File: src/rtl/qspi_seq_pkg.sv
// qspi_seq_pkg: definitions shared by the QSPI transaction sequencer.
// Holds the state encodings, the command-table entry layout (field
// offsets are fixed by the packed struct order), lane and data-mode codes,
// and the reset contents of the command table.
package qspi_seq_pkg;

  typedef enum logic [2:0] {
    ST_CMD   = 3'd0,
    ST_ADDR  = 3'd1,
    ST_STALL = 3'd2,
    ST_READ  = 3'd3,
    ST_WRITE = 3'd4,
    ST_ERR   = 3'd5
  } state_t;

  localparam logic [1:0] MODE_NONE  = 2'b00;
  localparam logic [1:0] MODE_READ  = 2'b01;
  localparam logic [1:0] MODE_WRITE = 2'b10;

  localparam logic [1:0] LANE_X1 = 2'b00;
  localparam logic [1:0] LANE_X2 = 2'b01;
  localparam logic [1:0] LANE_X4 = 2'b10;

  // Entry layout, MSB first: [23:16] wait, [15:14] reserved, [13] valid,
  // [12:11] lanes, [10:9] data mode, [8] has_addr, [7:0] opcode.
  typedef struct packed {
    logic [7:0] wait_cyc;
    logic [1:0] rsvd;
    logic       valid;
    logic [1:0] lanes;
    logic [1:0] mode;
    logic       has_addr;
    logic [7:0] opcode;
  } entry_t;

  localparam entry_t ENTRY0_RST = '{wait_cyc: 8'd0, rsvd: 2'b00, valid: 1'b1,
                                    lanes: LANE_X4, mode: MODE_READ,
                                    has_addr: 1'b1, opcode: 8'h03};
  // The wait field of entry 1 is filled from WAIT_CYC by the table.
  localparam entry_t ENTRY1_RST = '{wait_cyc: 8'd0, rsvd: 2'b00, valid: 1'b1,
                                    lanes: LANE_X4, mode: MODE_READ,
                                    has_addr: 1'b1, opcode: 8'h0B};
  localparam entry_t ENTRY2_RST = '{wait_cyc: 8'd0, rsvd: 2'b00, valid: 1'b1,
                                    lanes: LANE_X4, mode: MODE_WRITE,
                                    has_addr: 1'b1, opcode: 8'h02};

  // Bits moved per SPI clock for a lane code; reserved code 11 acts as x4.
  function automatic int lane_bits(input logic [1:0] lanes);
    case (lanes)
      LANE_X1: return 1;
      LANE_X2: return 2;
      default: return 4;
    endcase
  endfunction

endpackage

File: src/rtl/qspi_seq_if.sv
// qspi_seq_if: bundles the shift-engine side (txn*), the bridge-controller
// side (spi*) and the command-table write port of the sequencer.
//   master : the sequencer's view (drives the o_* signals)
//   slave  : the surrounding logic's view (drives the i_* signals)
interface qspi_seq_if #(
  parameter int CMD_BITS         = 8,
  parameter int ADDR_BITS        = 24,
  parameter int DATA_BITS        = 16,
  parameter int NCMD             = 4,
  parameter int IOREG_BITS       = 32,
  parameter int CYCLE_COUNT_BITS = 8
);

  logic                        i_txndone;
  logic                        i_txnreset;
  logic [IOREG_BITS-1:0]       i_txndata;
  logic [IOREG_BITS-1:0]       o_txndata;
  logic [CYCLE_COUNT_BITS-1:0] o_txnbc;
  logic                        o_txndir;
  logic [1:0]                  o_txnlanes;

  logic                        i_cfg_we;
  logic [$clog2(NCMD)-1:0]     i_cfg_idx;
  logic [23:0]                 i_cfg_data;

  logic                        o_spirst;
  logic                        o_spistbcmd;
  logic                        o_spistbadr;
  logic                        o_spistbrrq;
  logic                        o_spistbwrq;
  logic [2:0]                  o_spistate;
  logic [CMD_BITS-1:0]         o_spicmd;
  logic [ADDR_BITS-1:0]        o_spiaddr;
  logic [DATA_BITS-1:0]        o_spidata;
  logic [DATA_BITS-1:0]        i_spidata;
  logic                        o_badcmd;

  modport master (
    input  i_txndone, i_txnreset, i_txndata,
    output o_txndata, o_txnbc, o_txndir, o_txnlanes,
    input  i_cfg_we, i_cfg_idx, i_cfg_data,
    output o_spirst, o_spistbcmd, o_spistbadr, o_spistbrrq, o_spistbwrq,
    output o_spistate, o_spicmd, o_spiaddr, o_spidata,
    input  i_spidata,
    output o_badcmd
  );

  modport slave (
    output i_txndone, i_txnreset, i_txndata,
    input  o_txndata, o_txnbc, o_txndir, o_txnlanes,
    output i_cfg_we, i_cfg_idx, i_cfg_data,
    input  o_spirst, o_spistbcmd, o_spistbadr, o_spistbrrq, o_spistbwrq,
    input  o_spistate, o_spicmd, o_spiaddr, o_spidata,
    output i_spidata,
    input  o_badcmd
  );

endinterface

File: src/rtl/qspi_cmd_table.sv
// qspi_cmd_table: runtime-programmable opcode table.
//   i_clk, i_rst   : clock, synchronous active-high reset (restores defaults)
//   i_we/i_idx/i_wdata : entry write port, takes effect at the clock edge
//   i_opcode       : opcode to look up
//   o_hit/o_entry  : lowest-index valid entry whose opcode matches
// The lookup reads the registered table, so a write landing on the same
// edge as a decode is not seen by that decode.
module qspi_cmd_table import qspi_seq_pkg::*; #(
  parameter int NCMD     = 4,
  parameter int CMD_BITS = 8,
  parameter int WAIT_CYC = 10,
  parameter int IDX_W    = $clog2(NCMD)
) (
  input  logic                i_clk,
  input  logic                i_rst,
  input  logic                i_we,
  input  logic [IDX_W-1:0]    i_idx,
  input  entry_t              i_wdata,
  input  logic [CMD_BITS-1:0] i_opcode,
  output logic                o_hit,
  output entry_t              o_entry
);

  entry_t tbl [NCMD];

  function automatic entry_t rst_entry(input int idx);
    entry_t e;
    case (idx)
      0: e = ENTRY0_RST;
      1: begin
        e          = ENTRY1_RST;
        e.wait_cyc = 8'(WAIT_CYC);
      end
      2: e = ENTRY2_RST;
      default: e = '0;
    endcase
    return e;
  endfunction

  always_ff @(posedge i_clk) begin
    if (i_rst) begin
      for (int i = 0; i < NCMD; i++) tbl[i] <= rst_entry(i);
    end else if (i_we) begin
      tbl[i_idx] <= i_wdata;
    end
  end

  // Scan from the top so the lowest matching index is the one that sticks.
  always_comb begin
    o_hit   = 1'b0;
    o_entry = '0;
    for (int i = NCMD - 1; i >= 0; i--) begin
      if (tbl[i].valid && (tbl[i].opcode[CMD_BITS-1:0] == i_opcode)) begin
        o_hit   = 1'b1;
        o_entry = tbl[i];
      end
    end
  end

endmodule

File: src/rtl/qspi_seq.sv
// qspi_seq: table-driven QSPI transaction sequencer.
//   i_clk, i_rst : system clock, synchronous active-high reset
//   bus          : qspi_seq_if.master
//     txn* side  : word-done / CE-deassert levels from the SPI domain,
//                  received word, and per-phase bit count, direction, lanes
//     cfg*       : command-table write port
//     spi* side  : strobes, state, opcode, address and write data to the
//                  bridge controller, read data back from it
//     o_badcmd   : sticky unmatched-opcode flag
// Every received word advances the FSM once, on the synchronised rising
// edge of i_txndone. The phase shape (bit count, direction, lanes) is a
// pure function of the state and the latched table entry.
module qspi_seq import qspi_seq_pkg::*; #(
  parameter int CMD_BITS         = 8,
  parameter int ADDR_BITS        = 24,
  parameter int DATA_BITS        = 16,
  parameter int NCMD             = 4,
  parameter int WAIT_CYC         = 10,
  parameter int IOREG_BITS       = 32,
  parameter int CYCLE_COUNT_BITS = 8
) (
  input  logic       i_clk,
  input  logic       i_rst,
  qspi_seq_if.master bus
);

  localparam int ADDR_RND = 8 * ((ADDR_BITS + 7) / 8);
  localparam int DATA_RND = 8 * ((DATA_BITS + 7) / 8);
  localparam int STEP     = DATA_RND / 8;
  localparam int IDX_W    = $clog2(NCMD);

  logic done_p0, done_p1, done_p2;
  logic rst_p0, rst_p1;
  logic wstb_pe;
  logic pe_ok;

  state_t state_q, state_d;
  entry_t act_q;
  entry_t match_entry;
  logic   hit;

  logic cmd_stb_d, adr_stb_d, rrq_stb_d, wrq_stb_d;
  logic cmd_stb_p4, adr_stb_p4, rrq_stb_p4, wrq_stb_p4;

  logic [CMD_BITS-1:0]         cmd_q;
  logic [ADDR_BITS-1:0]        addr_q;
  logic [DATA_BITS-1:0]        wdata_q;
  logic                        badcmd_q;
  logic [CYCLE_COUNT_BITS-1:0] bc;
  logic                        dir;
  logic [1:0]                  lanes;
  logic                        unused_bits;

  function automatic state_t data_state(input logic [1:0] mode);
    case (mode)
      MODE_READ:  return ST_READ;
      MODE_WRITE: return ST_WRITE;
      default:    return ST_CMD;
    endcase
  endfunction

  qspi_cmd_table #(
    .NCMD     (NCMD),
    .CMD_BITS (CMD_BITS),
    .WAIT_CYC (WAIT_CYC),
    .IDX_W    (IDX_W)
  ) u_table (
    .i_clk    (i_clk),
    .i_rst    (i_rst),
    .i_we     (bus.i_cfg_we),
    .i_idx    (bus.i_cfg_idx),
    .i_wdata  (entry_t'(bus.i_cfg_data)),
    .i_opcode (bus.i_txndata[CMD_BITS-1:0]),
    .o_hit    (hit),
    .o_entry  (match_entry)
  );

  // Stage p0..p2: two-flop synchronisers for the SPI-domain levels plus one
  // history flop for the done edge. o_spirst starts asserted so nothing is
  // decoded until CE has been seen deasserted-then-released cleanly.
  always_ff @(posedge i_clk) begin
    if (i_rst) begin
      done_p0 <= 1'b0;
      done_p1 <= 1'b0;
      done_p2 <= 1'b0;
      rst_p0  <= 1'b1;
      rst_p1  <= 1'b1;
      wstb_pe <= 1'b0;
    end else begin
      done_p0 <= bus.i_txndone;
      done_p1 <= done_p0;
      done_p2 <= done_p1;
      rst_p0  <= bus.i_txnreset;
      rst_p1  <= rst_p0;
      wstb_pe <= done_p1 & ~done_p2;
    end
  end

  // A word boundary that coincides with CE deassertion is discarded.
  assign pe_ok = wstb_pe & ~rst_p1;

  always_comb begin
    state_d   = state_q;
    cmd_stb_d = 1'b0;
    adr_stb_d = 1'b0;
    rrq_stb_d = 1'b0;
    wrq_stb_d = 1'b0;
    if (pe_ok) begin
      case (state_q)
        ST_CMD: begin
          if (!hit)                          state_d = ST_ERR;
          else if (match_entry.has_addr)     state_d = ST_ADDR;
          else if (match_entry.wait_cyc != 0) state_d = ST_STALL;
          else                               state_d = data_state(match_entry.mode);
        end
        ST_ADDR: begin
          if (act_q.wait_cyc != 0) state_d = ST_STALL;
          else                     state_d = data_state(act_q.mode);
        end
        ST_STALL: state_d = data_state(act_q.mode);
        ST_READ, ST_WRITE, ST_ERR: state_d = state_q;
        default: state_d = ST_CMD;
      endcase
      cmd_stb_d = (state_q == ST_CMD) && hit;
      adr_stb_d = (state_q == ST_ADDR);
      // The read request goes out as early as possible: already on entry to
      // the dummy phase, so the controller has the whole stall to fetch.
      rrq_stb_d = (state_d == ST_STALL) || (state_d == ST_READ);
      wrq_stb_d = (state_q == ST_WRITE);
    end
  end

  // Stage p3 -> p4: state update and registered controller strobes.
  always_ff @(posedge i_clk) begin
    if (i_rst || rst_p1) state_q <= ST_CMD;
    else                 state_q <= state_d;
  end

  always_ff @(posedge i_clk) begin
    if (i_rst) begin
      cmd_stb_p4 <= 1'b0;
      adr_stb_p4 <= 1'b0;
      rrq_stb_p4 <= 1'b0;
      wrq_stb_p4 <= 1'b0;
      cmd_q      <= '0;
      addr_q     <= '0;
      wdata_q    <= '0;
      act_q      <= ENTRY0_RST;
      badcmd_q   <= 1'b0;
    end else begin
      cmd_stb_p4 <= cmd_stb_d;
      adr_stb_p4 <= adr_stb_d;
      rrq_stb_p4 <= rrq_stb_d;
      wrq_stb_p4 <= wrq_stb_d;

      if (pe_ok && (state_q == ST_CMD)) begin
        cmd_q <= bus.i_txndata[CMD_BITS-1:0];
        if (hit) act_q    <= match_entry;
        else     badcmd_q <= 1'b1;
      end

      // Reads advance on the word edge so the accompanying rrq already
      // carries the next address; writes advance after the wrq cycle so
      // the controller sees the address the data belongs to.
      if (pe_ok && (state_q == ST_ADDR))
        addr_q <= bus.i_txndata[ADDR_BITS-1:0];
      else if (pe_ok && (state_q == ST_READ))
        addr_q <= addr_q + ADDR_BITS'(STEP);
      else if (wrq_stb_p4)
        addr_q <= addr_q + ADDR_BITS'(STEP);

      if (pe_ok && (state_q == ST_WRITE))
        wdata_q <= bus.i_txndata[DATA_BITS-1:0];
    end
  end

  always_comb begin
    bc    = CYCLE_COUNT_BITS'(CMD_BITS);
    dir   = 1'b0;
    lanes = act_q.lanes;
    case (state_q)
      ST_CMD:   lanes = LANE_X4;
      ST_ADDR:  bc = CYCLE_COUNT_BITS'(ADDR_RND);
      ST_STALL: bc = CYCLE_COUNT_BITS'(int'(act_q.wait_cyc) * lane_bits(act_q.lanes));
      ST_READ: begin
        bc  = CYCLE_COUNT_BITS'(DATA_RND);
        dir = 1'b1;
      end
      ST_WRITE: bc = CYCLE_COUNT_BITS'(DATA_RND);
      ST_ERR: begin
        bc    = CYCLE_COUNT_BITS'(8);
        lanes = LANE_X4;
      end
      default:  lanes = LANE_X4;
    endcase
  end

  assign bus.o_txndata   = {{(IOREG_BITS-DATA_BITS){1'b0}}, bus.i_spidata};
  assign bus.o_txnbc     = bc;
  assign bus.o_txndir    = dir;
  assign bus.o_txnlanes  = lanes;
  assign bus.o_spirst    = rst_p1;
  assign bus.o_spistbcmd = cmd_stb_p4;
  assign bus.o_spistbadr = adr_stb_p4;
  assign bus.o_spistbrrq = rrq_stb_p4;
  assign bus.o_spistbwrq = wrq_stb_p4;
  assign bus.o_spistate  = state_q;
  assign bus.o_spicmd    = cmd_q;
  assign bus.o_spiaddr   = addr_q;
  assign bus.o_spidata   = wdata_q;
  assign bus.o_badcmd    = badcmd_q;

  assign unused_bits = ^{bus.i_txndata[IOREG_BITS-1:ADDR_BITS], act_q.rsvd,
                         act_q.valid, act_q.has_addr, act_q.opcode};

endmodule
File: src/flat_wrapper.sv
// flat-port wrapper written by rule: the top's interface ports become plain ports
module qspi_seq_flat import qspi_seq_pkg::*;
#(
  parameter int CMD_BITS         = 8,
  parameter int ADDR_BITS        = 24,
  parameter int DATA_BITS        = 16,
  parameter int NCMD             = 4,
  parameter int WAIT_CYC         = 10,
  parameter int IOREG_BITS       = 32,
  parameter int CYCLE_COUNT_BITS = 8
)
  (i_clk, i_rst, bus_i_txndone, bus_i_txnreset, bus_i_txndata, bus_o_txndata, bus_o_txnbc, bus_o_txndir, bus_o_txnlanes, bus_i_cfg_we, bus_i_cfg_idx, bus_i_cfg_data, bus_o_spirst, bus_o_spistbcmd, bus_o_spistbadr, bus_o_spistbrrq, bus_o_spistbwrq, bus_o_spistate, bus_o_spicmd, bus_o_spiaddr, bus_o_spidata, bus_i_spidata, bus_o_badcmd);
  qspi_seq_if #(.CMD_BITS(CMD_BITS), .ADDR_BITS(ADDR_BITS), .DATA_BITS(DATA_BITS), .NCMD(NCMD), .IOREG_BITS(IOREG_BITS), .CYCLE_COUNT_BITS(CYCLE_COUNT_BITS)) bus_i ();
  input  logic i_clk;
  input  logic i_rst;
  input wire logic [$bits(bus_i.i_txndone)-1:0] bus_i_txndone;
  input wire logic [$bits(bus_i.i_txnreset)-1:0] bus_i_txnreset;
  input wire logic [$bits(bus_i.i_txndata)-1:0] bus_i_txndata;
  output wire logic [$bits(bus_i.o_txndata)-1:0] bus_o_txndata;
  output wire logic [$bits(bus_i.o_txnbc)-1:0] bus_o_txnbc;
  output wire logic [$bits(bus_i.o_txndir)-1:0] bus_o_txndir;
  output wire logic [$bits(bus_i.o_txnlanes)-1:0] bus_o_txnlanes;
  input wire logic [$bits(bus_i.i_cfg_we)-1:0] bus_i_cfg_we;
  input wire logic [$bits(bus_i.i_cfg_idx)-1:0] bus_i_cfg_idx;
  input wire logic [$bits(bus_i.i_cfg_data)-1:0] bus_i_cfg_data;
  output wire logic [$bits(bus_i.o_spirst)-1:0] bus_o_spirst;
  output wire logic [$bits(bus_i.o_spistbcmd)-1:0] bus_o_spistbcmd;
  output wire logic [$bits(bus_i.o_spistbadr)-1:0] bus_o_spistbadr;
  output wire logic [$bits(bus_i.o_spistbrrq)-1:0] bus_o_spistbrrq;
  output wire logic [$bits(bus_i.o_spistbwrq)-1:0] bus_o_spistbwrq;
  output wire logic [$bits(bus_i.o_spistate)-1:0] bus_o_spistate;
  output wire logic [$bits(bus_i.o_spicmd)-1:0] bus_o_spicmd;
  output wire logic [$bits(bus_i.o_spiaddr)-1:0] bus_o_spiaddr;
  output wire logic [$bits(bus_i.o_spidata)-1:0] bus_o_spidata;
  input wire logic [$bits(bus_i.i_spidata)-1:0] bus_i_spidata;
  output wire logic [$bits(bus_i.o_badcmd)-1:0] bus_o_badcmd;
  assign bus_i.i_txndone = bus_i_txndone;
  assign bus_i.i_txnreset = bus_i_txnreset;
  assign bus_i.i_txndata = bus_i_txndata;
  assign bus_o_txndata = bus_i.o_txndata;
  assign bus_o_txnbc = bus_i.o_txnbc;
  assign bus_o_txndir = bus_i.o_txndir;
  assign bus_o_txnlanes = bus_i.o_txnlanes;
  assign bus_i.i_cfg_we = bus_i_cfg_we;
  assign bus_i.i_cfg_idx = bus_i_cfg_idx;
  assign bus_i.i_cfg_data = bus_i_cfg_data;
  assign bus_o_spirst = bus_i.o_spirst;
  assign bus_o_spistbcmd = bus_i.o_spistbcmd;
  assign bus_o_spistbadr = bus_i.o_spistbadr;
  assign bus_o_spistbrrq = bus_i.o_spistbrrq;
  assign bus_o_spistbwrq = bus_i.o_spistbwrq;
  assign bus_o_spistate = bus_i.o_spistate;
  assign bus_o_spicmd = bus_i.o_spicmd;
  assign bus_o_spiaddr = bus_i.o_spiaddr;
  assign bus_o_spidata = bus_i.o_spidata;
  assign bus_i.i_spidata = bus_i_spidata;
  assign bus_o_badcmd = bus_i.o_badcmd;
  qspi_seq #(.CMD_BITS(CMD_BITS), .ADDR_BITS(ADDR_BITS), .DATA_BITS(DATA_BITS), .NCMD(NCMD), .WAIT_CYC(WAIT_CYC), .IOREG_BITS(IOREG_BITS), .CYCLE_COUNT_BITS(CYCLE_COUNT_BITS)) u_core (.i_clk(i_clk), .i_rst(i_rst), .bus(bus_i));
endmodule
File: config.mk
export PLATFORM = sky130hd
export DESIGN_NAME = qspi_seq_flat
export DESIGN_NICKNAME = d
export VERILOG_FILES = /design/src/rtl/qspi_seq_pkg.sv /design/src/rtl/qspi_seq_if.sv /design/src/rtl/qspi_cmd_table.sv /design/src/rtl/qspi_seq.sv /design/src/flat_wrapper.sv
export SDC_FILE = /design/constraint.sdc
export NUM_CORES = 1
export LEC_CHECK = 0
export ABC_AREA = 1
export BUFFER_PORTS_ARGS = -buffer_cell sky130_fd_sc_hd__buf_2
export CAP_MARGIN = 10
export CORE_ASPECT_RATIO = 1.1
export CORE_UTILIZATION = 47
export CTS_CLUSTER_DIAMETER = 120
export DETAILED_ROUTE_END_ITERATION = 12
export GPL_TIMING_DRIVEN = 0
export PLACE_DENSITY = 0.73
export SLEW_MARGIN = 20
export SYNTH_ARGS = -nofsm -noshare
export SYNTH_HDL_FRONTEND = slang
export SYNTH_SLANG_ARGS = --single-unit
File: constraint.sdc
create_clock -name i_clk -period 3.6 [get_ports i_clk]
set_input_delay 0.54 -clock i_clk [delete_from_list [all_inputs] [get_ports i_clk]]
set_output_delay 0.54 -clock i_clk [all_outputs]
set_load 0.02 [all_outputs]
After elaboration in Yosys (flattened, before gate mapping):

Memories as Yosys holds them, arrays and structs flattened.
Cells that the tools add are included.

* $add $sub $neg: 1
* multipliers: 1
* divide/modulo/power cells: 0
* $lt $le $gt $ge: 0
* equal/unequal tests: 16
* shift-type cells: 0
* mux-type cells: 36
* bitwise operators: 6
* reduce and logical (&&, ||, !) cells: 23

Operators with widths (number)
* $mux 24: 12
* $eq 8x8->1: 4
* $mul 9x32->8: 1
* $mux 32: 1
* $add 24x2->24 const B: 1
* $pmux 8 s3: 1
* $reduce_or 24->1: 1
* $pmux 3 s2: 3
* $reduce_bool 8->1: 2
* $mux 3: 5
* $eq 3x2->1 const B: 4
* $pmux 3 s4: 1
* $mux 1: 11
* $logic_and 1x1->1: 9
* $eq 2x1->1 const B: 3
* $eq 3x3->1 const B: 2
* $eq 2x2->1 const B: 2
* $mux 2: 2
* $not 1->1: 4
* $reduce_and 2->1: 2
* $reduce_or 2->1: 2
* $reduce_or 4->1: 1
* $eq 3x1->1 const B: 1
* $logic_not 3->1: 1
* other kinds (5): 7

* register bits after elaboration: 74
* bits in latches: 0
* bits in writable memories: 96
* ROM bits: 0
* input port bits: 79
* output and inout bits: 100
* memories kept: 1

Memory list
* u_core.u_table.tbl: depth 4, bits a word 24, read ports 4, clocked after Yosys merged registers in 0, write ports 4, RTL line qspi_cmd_table.sv:24 `entry_t tbl [NCMD];`

Depth between registers and ports, before layout:

Gate-level depths: netlist (run 1).
An unclocked memory read counts as a cell.

* word-level depth: 16
* depth in mapped cells: 20
* depth with buffers taken out: 20

Cells and area by module:

From an unflattened synthesis (run 1), not the netlist that was laid out.

* cells, all modules: 1282
* area, all modules: 9759.4 um^2

By module, submodules not included
* qspi_cmd_table: times used 1, cells each 630, area an instance 5316.3 um^2, sequential area each 2882.8 um^2
* qspi_seq: times used 1, cells each 652, area an instance 4443.0 um^2, sequential area each 1481.4 um^2

Worst setup path after synthesis (run 1):

Ideal clock, no wire load.

* path kind: register to output
* start: register u_core.act_q[12] in the netlist's numbering
* end: output port bus_o_txnbc[6]
* data arrival time: 3201 ps
* required time: 3060 ps
* slack: -141 ps
* cell stages (with the launch flop): 14
* path buffers: 1
* path through: dfxtp_1 -> clkbuf_1 -> inv_1 -> nand2_1 -> nor2_1 -> fa_1 -> ha_1 -> inv_1 -> fa_1 -> inv_1 -> ha_1 -> fa_1 -> xnor2_1 -> nor2_1

* cells in the longest elaborated chain, start to end: 5
* elaborated cells between the ends (all ways): 6
* those cells by class: mul (1); eq/ne (1); mux (3); reduce/logical (1)

Ends and longest elaborated chain
* start: declaration: RTL line qspi_seq.sv:38 `entry_t act_q;`
* start signal: assignment: RTL line qspi_seq.sv:158 `if (hit) act_q <= match_entry;`
* $eq 2x1->1 or $logic_not 2->1 (tied branches): RTL line qspi_seq_pkg.sv:49 `case (lanes)`
* $pmux 3 s2 (*): RTL line qspi_seq_pkg.sv:49
* $mux 32 (*): RTL line qspi_seq.sv:181 `case (state_q)`
* $mul 9x32->8 (*): RTL line qspi_seq.sv:184 `ST_STALL: bc = CYCLE_COUNT_BITS'(int'(act_q.wait_cyc) * lane_bits(act_q.lanes));`
* $pmux 8 s3 (*): RTL line qspi_seq.sv:181
* end: declaration: RTL line flat_wrapper.sv:20 `output wire logic [$bits(bus_i.o_txnbc)-1:0] bus_o_txnbc;`

Every way passes the cells marked *; elsewhere a longest branch is shown, timed or not. The select of a mux whose other input is x is not followed.

Final worst setup path (run 1):

* start: register u_core.act_q[12] in the netlist's numbering
* end: output port bus_o_txnbc[7]

Same word-level chain as after synthesis.

==> out/qor.yml, run 1 <==
synth_top_family_by_area: "simple AND/OR/NAND/NOR gates"
max_freq_mhz: 251
relSlewSlack_pct: 35.5
synth_area_leaders: "edfxtp_1 31%, dfxtp_1 17%, nand2_1 8.1%"
clock_latency_ns: 0.44
status: "complete, but fails checks"
drv_cap: 0
skew_ns: 0.00956
arrival_ns: 3.45
async_reset_ff_share_pct: 0
die_area_um2: 18600
die_x_um: 130
dp_slack_ns: -0.307
seq_area_frac_synth_pct: 48.6
post-route-min-period_ns: 3.99
synth-warning-count: 0
grt_setup_unrepaired: "true"
path_cells: "nor2_4 > clkinv_4 > nor2_4 > fa_1 > ha_4 > inv_2 > fa_2 > inv_2 > ha_4 > a21o_1 > a21oi_2 > xor2_1 > a21oi_1 > o21a_2 > buf_6"
hpwl_um: 15400
via_count: 7111
leakage_uw: 0.00480
drive_gt1_share_pct: 23.3
crit_buf_inv: 4
criticalPathCategory: "reg -> out"
cp_slowest_cell: "fa_2"
clkSlewWorstSetupHoldPaths_ns: 0.06
grt.overflow.total: 0
grt_pass1_wl_um: 32500
area_growth_syn_to_layout_pct: 22.2
end_kind: "output pin"
port_buffers: 134
cp_top_family: "adder cells"
rr_worst_depth: 7
holdPathStages: 2
synth_largest_area_cell: "edfxtp_1"
htree_levels: 4
vias_per_cell: 4.91
final_nets: 1300
coreArea_um2: 17700
synthMuxAreaShare_pct: 0
gp_congestion: 0.851
synth-simple-area-share_pct: 23.8
core.rowCount: 51
synthAdderAreaFrac_pct: 3.98
synth_area_um2: 8490
synthCells: 1027
drv_slew: 0
n_antenna_cell: 0
nFillCells: 1594
wirelength_um: 20500
synth_top_area_share_pct: 31.1
violations: "negative setup slack"
synth_seq_cells: 162
cts_inserted_buffers: 17
dieHeight_um: 143
drt_iter0_markers: 504
fin_crit_sh_pct: 111
hold_path_class: "in -> reg"
grt_max_degree: 23
synth_cell_type_count: 49
post-synth-top-count-cell: "nand2_1"
crit_path_max_incr_delay_ns: 0.51
worstMarginPinSlew_ns: 0.965
multiInputGateArea_um2: 3660
first_global_vias: 6607
firstDrtPassIters: 5
synthXorXnorAreaFrac_pct: 3.40
pin_count: 179
synth_common_cells: "184 x nand2_1, 179 x nor2_1, 129 x inv_1"
regArea_um2: 4130
ant_nets: 0
finalHoldViolCount: 0
finish.utilization_pct: 58.7
initial_core_util_pct: 48.0
crit_path_start_kind: "register"
setup_violations: 3
worst_slack_ns: -0.386
power_density_nw_per_um2: 420
syn_avg_cell_area_um2: 8.27
wl_per_cell_um: 14.2
drc: 0
antenna_found_initial: 0
crit_cells: 15
cts_root_buffer: "clkbuf_16"
max-clock-path-buffers: 2
synth_compound_area_share_pct: 9.33
synth_edf_count: 88
grt_usage_pct: 23.0
cp_max_fo: 7
synth_ff_type: "edfxtp_1"
ir_worst_vdd_mv: 0.341
cts_tree: "yes"
worst_ep_required_time_ns: 3.06
clock_sinks: 162
[worst register-to-register path: stages, from the launching register on]
cell	delay, ns
dfxtp_1	0.47
nor3_1	0.19
a21oi_2	0.43
inv_1	0.22
nor2_1	0.33
clkbuf_1	0.44
nand2_1	0.09
a31oi_1	0.18
[metal layers]
layer	GRT usage, %	vias up	part of all wire, %
met4	8.94	0	2.2
met1	27.9	3242	42
li1	-	3597	-
met3	4.57	29	6.2
met5	0	-	0
met2	39.9	243	50
[sequential cells by signal, summed over array words and instances, names as in the netlist]
| signal | count |
|---|---|
| u_core.u_table.tbl | 88 |
| u_core.wstb_pe | 1 |
| u_core.done_p1 | 1 |
| u_core.bus.o_spiaddr | 24 |
| u_core.done_p0 | 1 |
| u_core.act_q | 12 |
| u_core.bus.o_spistbwrq | 1 |
| u_core.rst_p0 | 1 |
| u_core.bus.o_spistbcmd | 1 |
| u_core.bus.o_spicmd | 8 |
| u_core.bus.o_spidata | 16 |
| u_core.bus.o_badcmd | 1 |
| u_core.done_p2 | 1 |
| u_core.bus.o_spistate | 3 |
| u_core.bus.o_spirst | 1 |
| u_core.bus.o_spistbrrq | 1 |
| u_core.bus.o_spistbadr | 1 |
[area by class of cell]
class	count	area share (%)
flip-flops and latches	162	39.8
clock buffers	20	4.21
plain buffers	59	3.68
inverters	144	5.33
well taps	238	2.87
repair buffers	137	6.93
clock inverters	12	1.98
multi-input cells	676	35.2
[logic make-up after synthesis]
logic type | after synthesis
AND/OR/NAND/NOR | 465
buffers and inverters | 204
adder cells (fa/ha/maj) | 24
flip-flops | 162
AO/OA/AOI/OAI | 138
other | 1
XOR/XNOR | 33
[stage by stage]
stage / total power [uW] / instance area (um2) / hold WS [ns] / setup TNS (ns) / std cells
2_1_floorplan: 2320 / 8560 / 0.373 / 0 / 1042
3_3_place_gp: 2420 / 9530 / 0.384 / -7.58 / 1414
3_5_place_dp: 2430 / 9550 / 0.393 / -0.585 / 1415
4_1_cts: 4370 / 10400 / 0.285 / -1.03 / 1449
5_1_grt: 4490 / 10400 / 0.292 / -1.53 / 1448
6_report: 4360 / 10400 / 0.294 / -1.01 / 1448
[worst paths after layout]
path	slack, ns	endpoint	from
worst max-delay path	-0.39	bus_o_txnbc[7]	u_core.act_q[12]
worst min-delay path	0.29	u_core.rst_p0	bus_i_txnreset
worst max register to register	1.18	u_core.bus.o_spiaddr[18]	u_core.bus.o_spistate[2]
worst min register to register	0.40	u_core.wstb_pe	u_core.done_p2
[power by group]
group          total, uW  switching (uW)  internal [uW]
sequential          2070            28.6           2040
combinational        322             214            109
clock               1970             737           1230
[cell usage in the layout, fill, tap and decap left out, drive strengths merged, types with 7 or more instances in the layout]
master,count
conb,16
xor2,18
clkbuf,37
a21oi,48
buf,179
a31oi,8
nand3,48
nor2,187
o21ai,57
inv,139
or2,7
dfxtp,74
edfxtp,88
o211ai,10
ha,19
nor3,11
clkinv,9
nand3b,8
xnor2,15
nand2,191
[what timing repair did]
action                                 in CTS  in global routing
hold buffers                                0                  0
setup endpoints to repair                   4                  4
pin swaps                                  13                  8
endpoints found under the hold margin       0                  0
gates resized for setup                    36                  9
buffers inserted                            2                  0
Note: power is estimated with default switching activity, not from simulation.
==> run 2, diff against run 1 <==
--- a/config.mk
+++ b/config.mk
@@ -5,7 +5,6 @@
 export SDC_FILE = /design/constraint.sdc
 export NUM_CORES = 1
 export LEC_CHECK = 0
-export ABC_AREA = 1
 export BUFFER_PORTS_ARGS = -buffer_cell sky130_fd_sc_hd__buf_2
 export CAP_MARGIN = 10
 export CORE_ASPECT_RATIO = 1.1
==> run 2 against run 1 <==
  * The flow still finishes with violations (negative setup slack)
  * Core utilization increased by 0.40 points
  * Register-to-register slack worse by 0.52 ns
  * Wire length grew 5.2%
  * Total power is 2.6% lower
  * Critical path depth shrank 4
  * Hold slack improved by 0.022 ns
==> out/qor.yml, run 2 <==
r2r-start: "u_core.u_table.tbl[2][0]"
crit_buf_inv: 3  # -1
cts_inserted_buffers: 17  # unchanged
synth_largest_area_cell: "edfxtp_1"
max_freq_mhz: 253  # +0.75%
fin_crit_sh_pct: 110  # -0.82 points
drv_cap: 0  # unchanged
dpl_cell_area_um2: 9360  # -2.0%
synth_common_cells: "93 x nand2_1, 91 x and2_1, 88 x edfxtp_1"
syn_avg_cell_area_um2: 10.0  # +21%
die_area_um2: 18300  # -1.6%
antenna_found_initial: 0  # unchanged
criticalPathCategory: "reg -> out"
wl_per_cell_um: 17.3  # +22%
placed_cells: 1210  # -14%
synthCells: 833  # -19%
drv_slew: 0  # unchanged
coreArea_um2: 17200  # -2.7%
post-synth-top-count-cell: "nand2_1"
leakage_uw: 0.00408  # -15%
synth_area_leaders: "edfxtp_1 32%, dfxtp_1 18%, and2_1 6.8%"
n_antenna_cell: 0  # unchanged
port_buffers: 128  # -4.5%
final-instance-count-excl-fill: 1249  # -14%
worstHoldStart: "bus_i_txnreset"
crit_path_max_incr_delay_ns: 0.51  # about the same
dieHeight_um: 142  # -0.80%
firstDrtPassIters: 5  # unchanged
synth_cell_type_count: 62  # +27%
clkSlewWorstSetupHoldPaths_ns: 0.07  # about the same
cts.hold.buffers_added: 0  # unchanged
path_cells: "nor2b_4 > and2_4 > fa_1 > ha_1 > inv_2 > fa_1 > inv_2 > ha_4 > fa_1 > and3_4 > buf_6"
skew_ns: 0.0113  # +0.00170 ns
async_reset_ff_share_pct: 0  # unchanged
via_count: 6599  # -7.2%
status: "complete, but fails checks"
worst_ep_required_time_ns: 3.06  # about the same
finish.utilization_pct: 59.1  # +0.40 points
grt.overflow.total: 0  # unchanged
cp_top_family: "adder cells"
grt_pass1_wl_um: 32600  # +0.19%
grt_usage_pct: 24.0  # +1.0 points
relSlewSlack_pct: 43.7  # +8.2 points
end_kind: "output pin"
pin_count: 179  # unchanged
die_x_um: 129  # -0.80%
regArea_um2: 4130  # unchanged
multiInputGateArea_um2: 3870  # +5.7%
synth_seq_cells: 162  # unchanged
synth_top_area_share_pct: 31.6  # +0.51 points
gp_congestion: 0.893  # +5.0%
finalHoldViolCount: 0  # unchanged
layout_commonest_cell: "buf_2"
seq_area_frac_synth_pct: 49.4  # +0.80 points
violations: "negative setup slack"
cp_slowest_cell: "fa_1"
htree_levels: 4  # unchanged
synth-warning-count: 0  # unchanged
setup_violations: 3  # unchanged
final_cell_area_um2: 10200  # -2.0%
drive_gt1_share_pct: 25.8  # +2.5 points
ant_nets: 0  # unchanged
arrival_ns: 3.42  # -0.03 ns
cts_tree: "yes"
clock_sinks: 162  # unchanged
synth_ff_type: "edfxtp_1"
crit_path_start_kind: "register"
power_density_nw_per_um2: 418  # -0.58%
core.rowCount: 50  # -2.0%
cts_root_buffer: "clkbuf_16"
synth_area_um2: 8350  # -1.6%
wirelength_um: 21600  # +5.2%
mostFrequentLayoutCells: "133 x buf_2, 93 x nand2_1, 88 x and2_1, 88 x edfxtp_1, 72 x dfxtp_1"
vias_per_cell: 5.28  # +7.6%
hpwl_um: 15500  # +0.14%
power_uw: 4250  # -2.6%
ir_worst_vdd_mv: 0.322  # -5.7%
hold_path_class: "in -> reg"
post-route-min-period_ns: 3.96  # -0.0296 ns
grt_setup_unrepaired: "true"
cp_max_fo: 4  # -3
critPathLaunch: "u_core.act_q[11]"
worstMarginPinSlew_ns: 0.840  # -0.125 ns
area_growth_syn_to_layout_pct: 21.8
final_nets: 1105  # -15%
worst_slack_ns: -0.357  # +0.0296 ns
initial_core_util_pct: 48.6  # +0.52 points
largest_reg_flops: 88  # unchanged
clock_latency_ns: 0.43  # about the same
max-clock-path-buffers: 2  # unchanged
regMostFlops: "u_core.u_table.tbl"
drc: 0  # unchanged
nFillCells: 1478  # -7.3%
drt_iter0_markers: 466  # -7.5%
synth_edf_count: 88  # unchanged
cp_common_cell: "fa_1"
grt_max_degree: 23  # unchanged
first_global_vias: 6063  # -8.2%
-- run 2: cell families after synthesis --
family	Yosys count	share of synthesized area, %
XOR/XNOR	56	5.96
multiplexers	15	1.80
AO/OA/AOI/OAI	115	8.87
buffers and inverters	101	6.54
flip-flops	162	49.4
adder cells (fa/ha/maj)	24	4.04
AND/OR/NAND/NOR	359	23.4
other	1	0.0449
-- run 2: repair_timing --
action / in CTS / in global routing
setup buffers: 7 / 0
endpoints found under the hold margin: 0 / 0
pin swaps: 13 / 3
gates resized for setup: 29 / 6
endpoints found under the setup margin: 4 / 4
-- run 2: layout make-up --
| type | count | area share (%) |
|---|---|---|
| Tap cell | 234 | 2.88 |
| Sequential cell | 162 | 40.6 |
| Clock inverter | 14 | 1.56 |
| Clock buffer | 18 | 4.43 |
| Multi-Input combinational cell | 585 | 38.0 |
| Timing Repair Buffer | 135 | 7.04 |
| Buffer | 77 | 4.60 |
| Inverter | 24 | 0.886 |
-- run 2: through the flow --
stage                     hold WS, ns  setup WS [ns]  setup TNS (ns)
after floorplan                 0.367        0.00936               0
after global routing            0.326         -0.476           -1.47
after CTS                       0.301         -0.378           -1.14
after global placement          0.375         -0.292          -0.667
after detailed placement        0.394         -0.318          -0.742
final                           0.315         -0.357           -1.05
-- run 2: routing by layer --
| layer | share of wire (%) | vias up | track usage, % |
|---|---|---|---|
| met5 | 0 | - | 0 |
| met4 | 3.3 | 0 | 11.0 |
| met3 | 5.3 | 45 | 4.00 |
| met2 | 50 | 226 | 41.1 |
| met1 | 41 | 3144 | 29.5 |
| li1 | - | 3184 | - |
-- run 2: worst paths after layout --
path	depth (start not counted)	endpoint	slack [ns]
max	11	bus_o_txnbc[5]	-0.36
min	2	u_core.rst_p0	0.32
max reg2reg	9	u_core.bus.o_spistbrrq	0.66
min reg2reg	1	u_core.wstb_pe	0.41
-- run 2: power by group --
| part | switching, uW | leakage (uW) | internal, uW |
|---|---|---|---|
| logic | 192 | 0.00232 | 114 |
| registers | 28.2 | 0.00146 | 2030 |
| clock network | 800 | 0.000303 | 1080 |
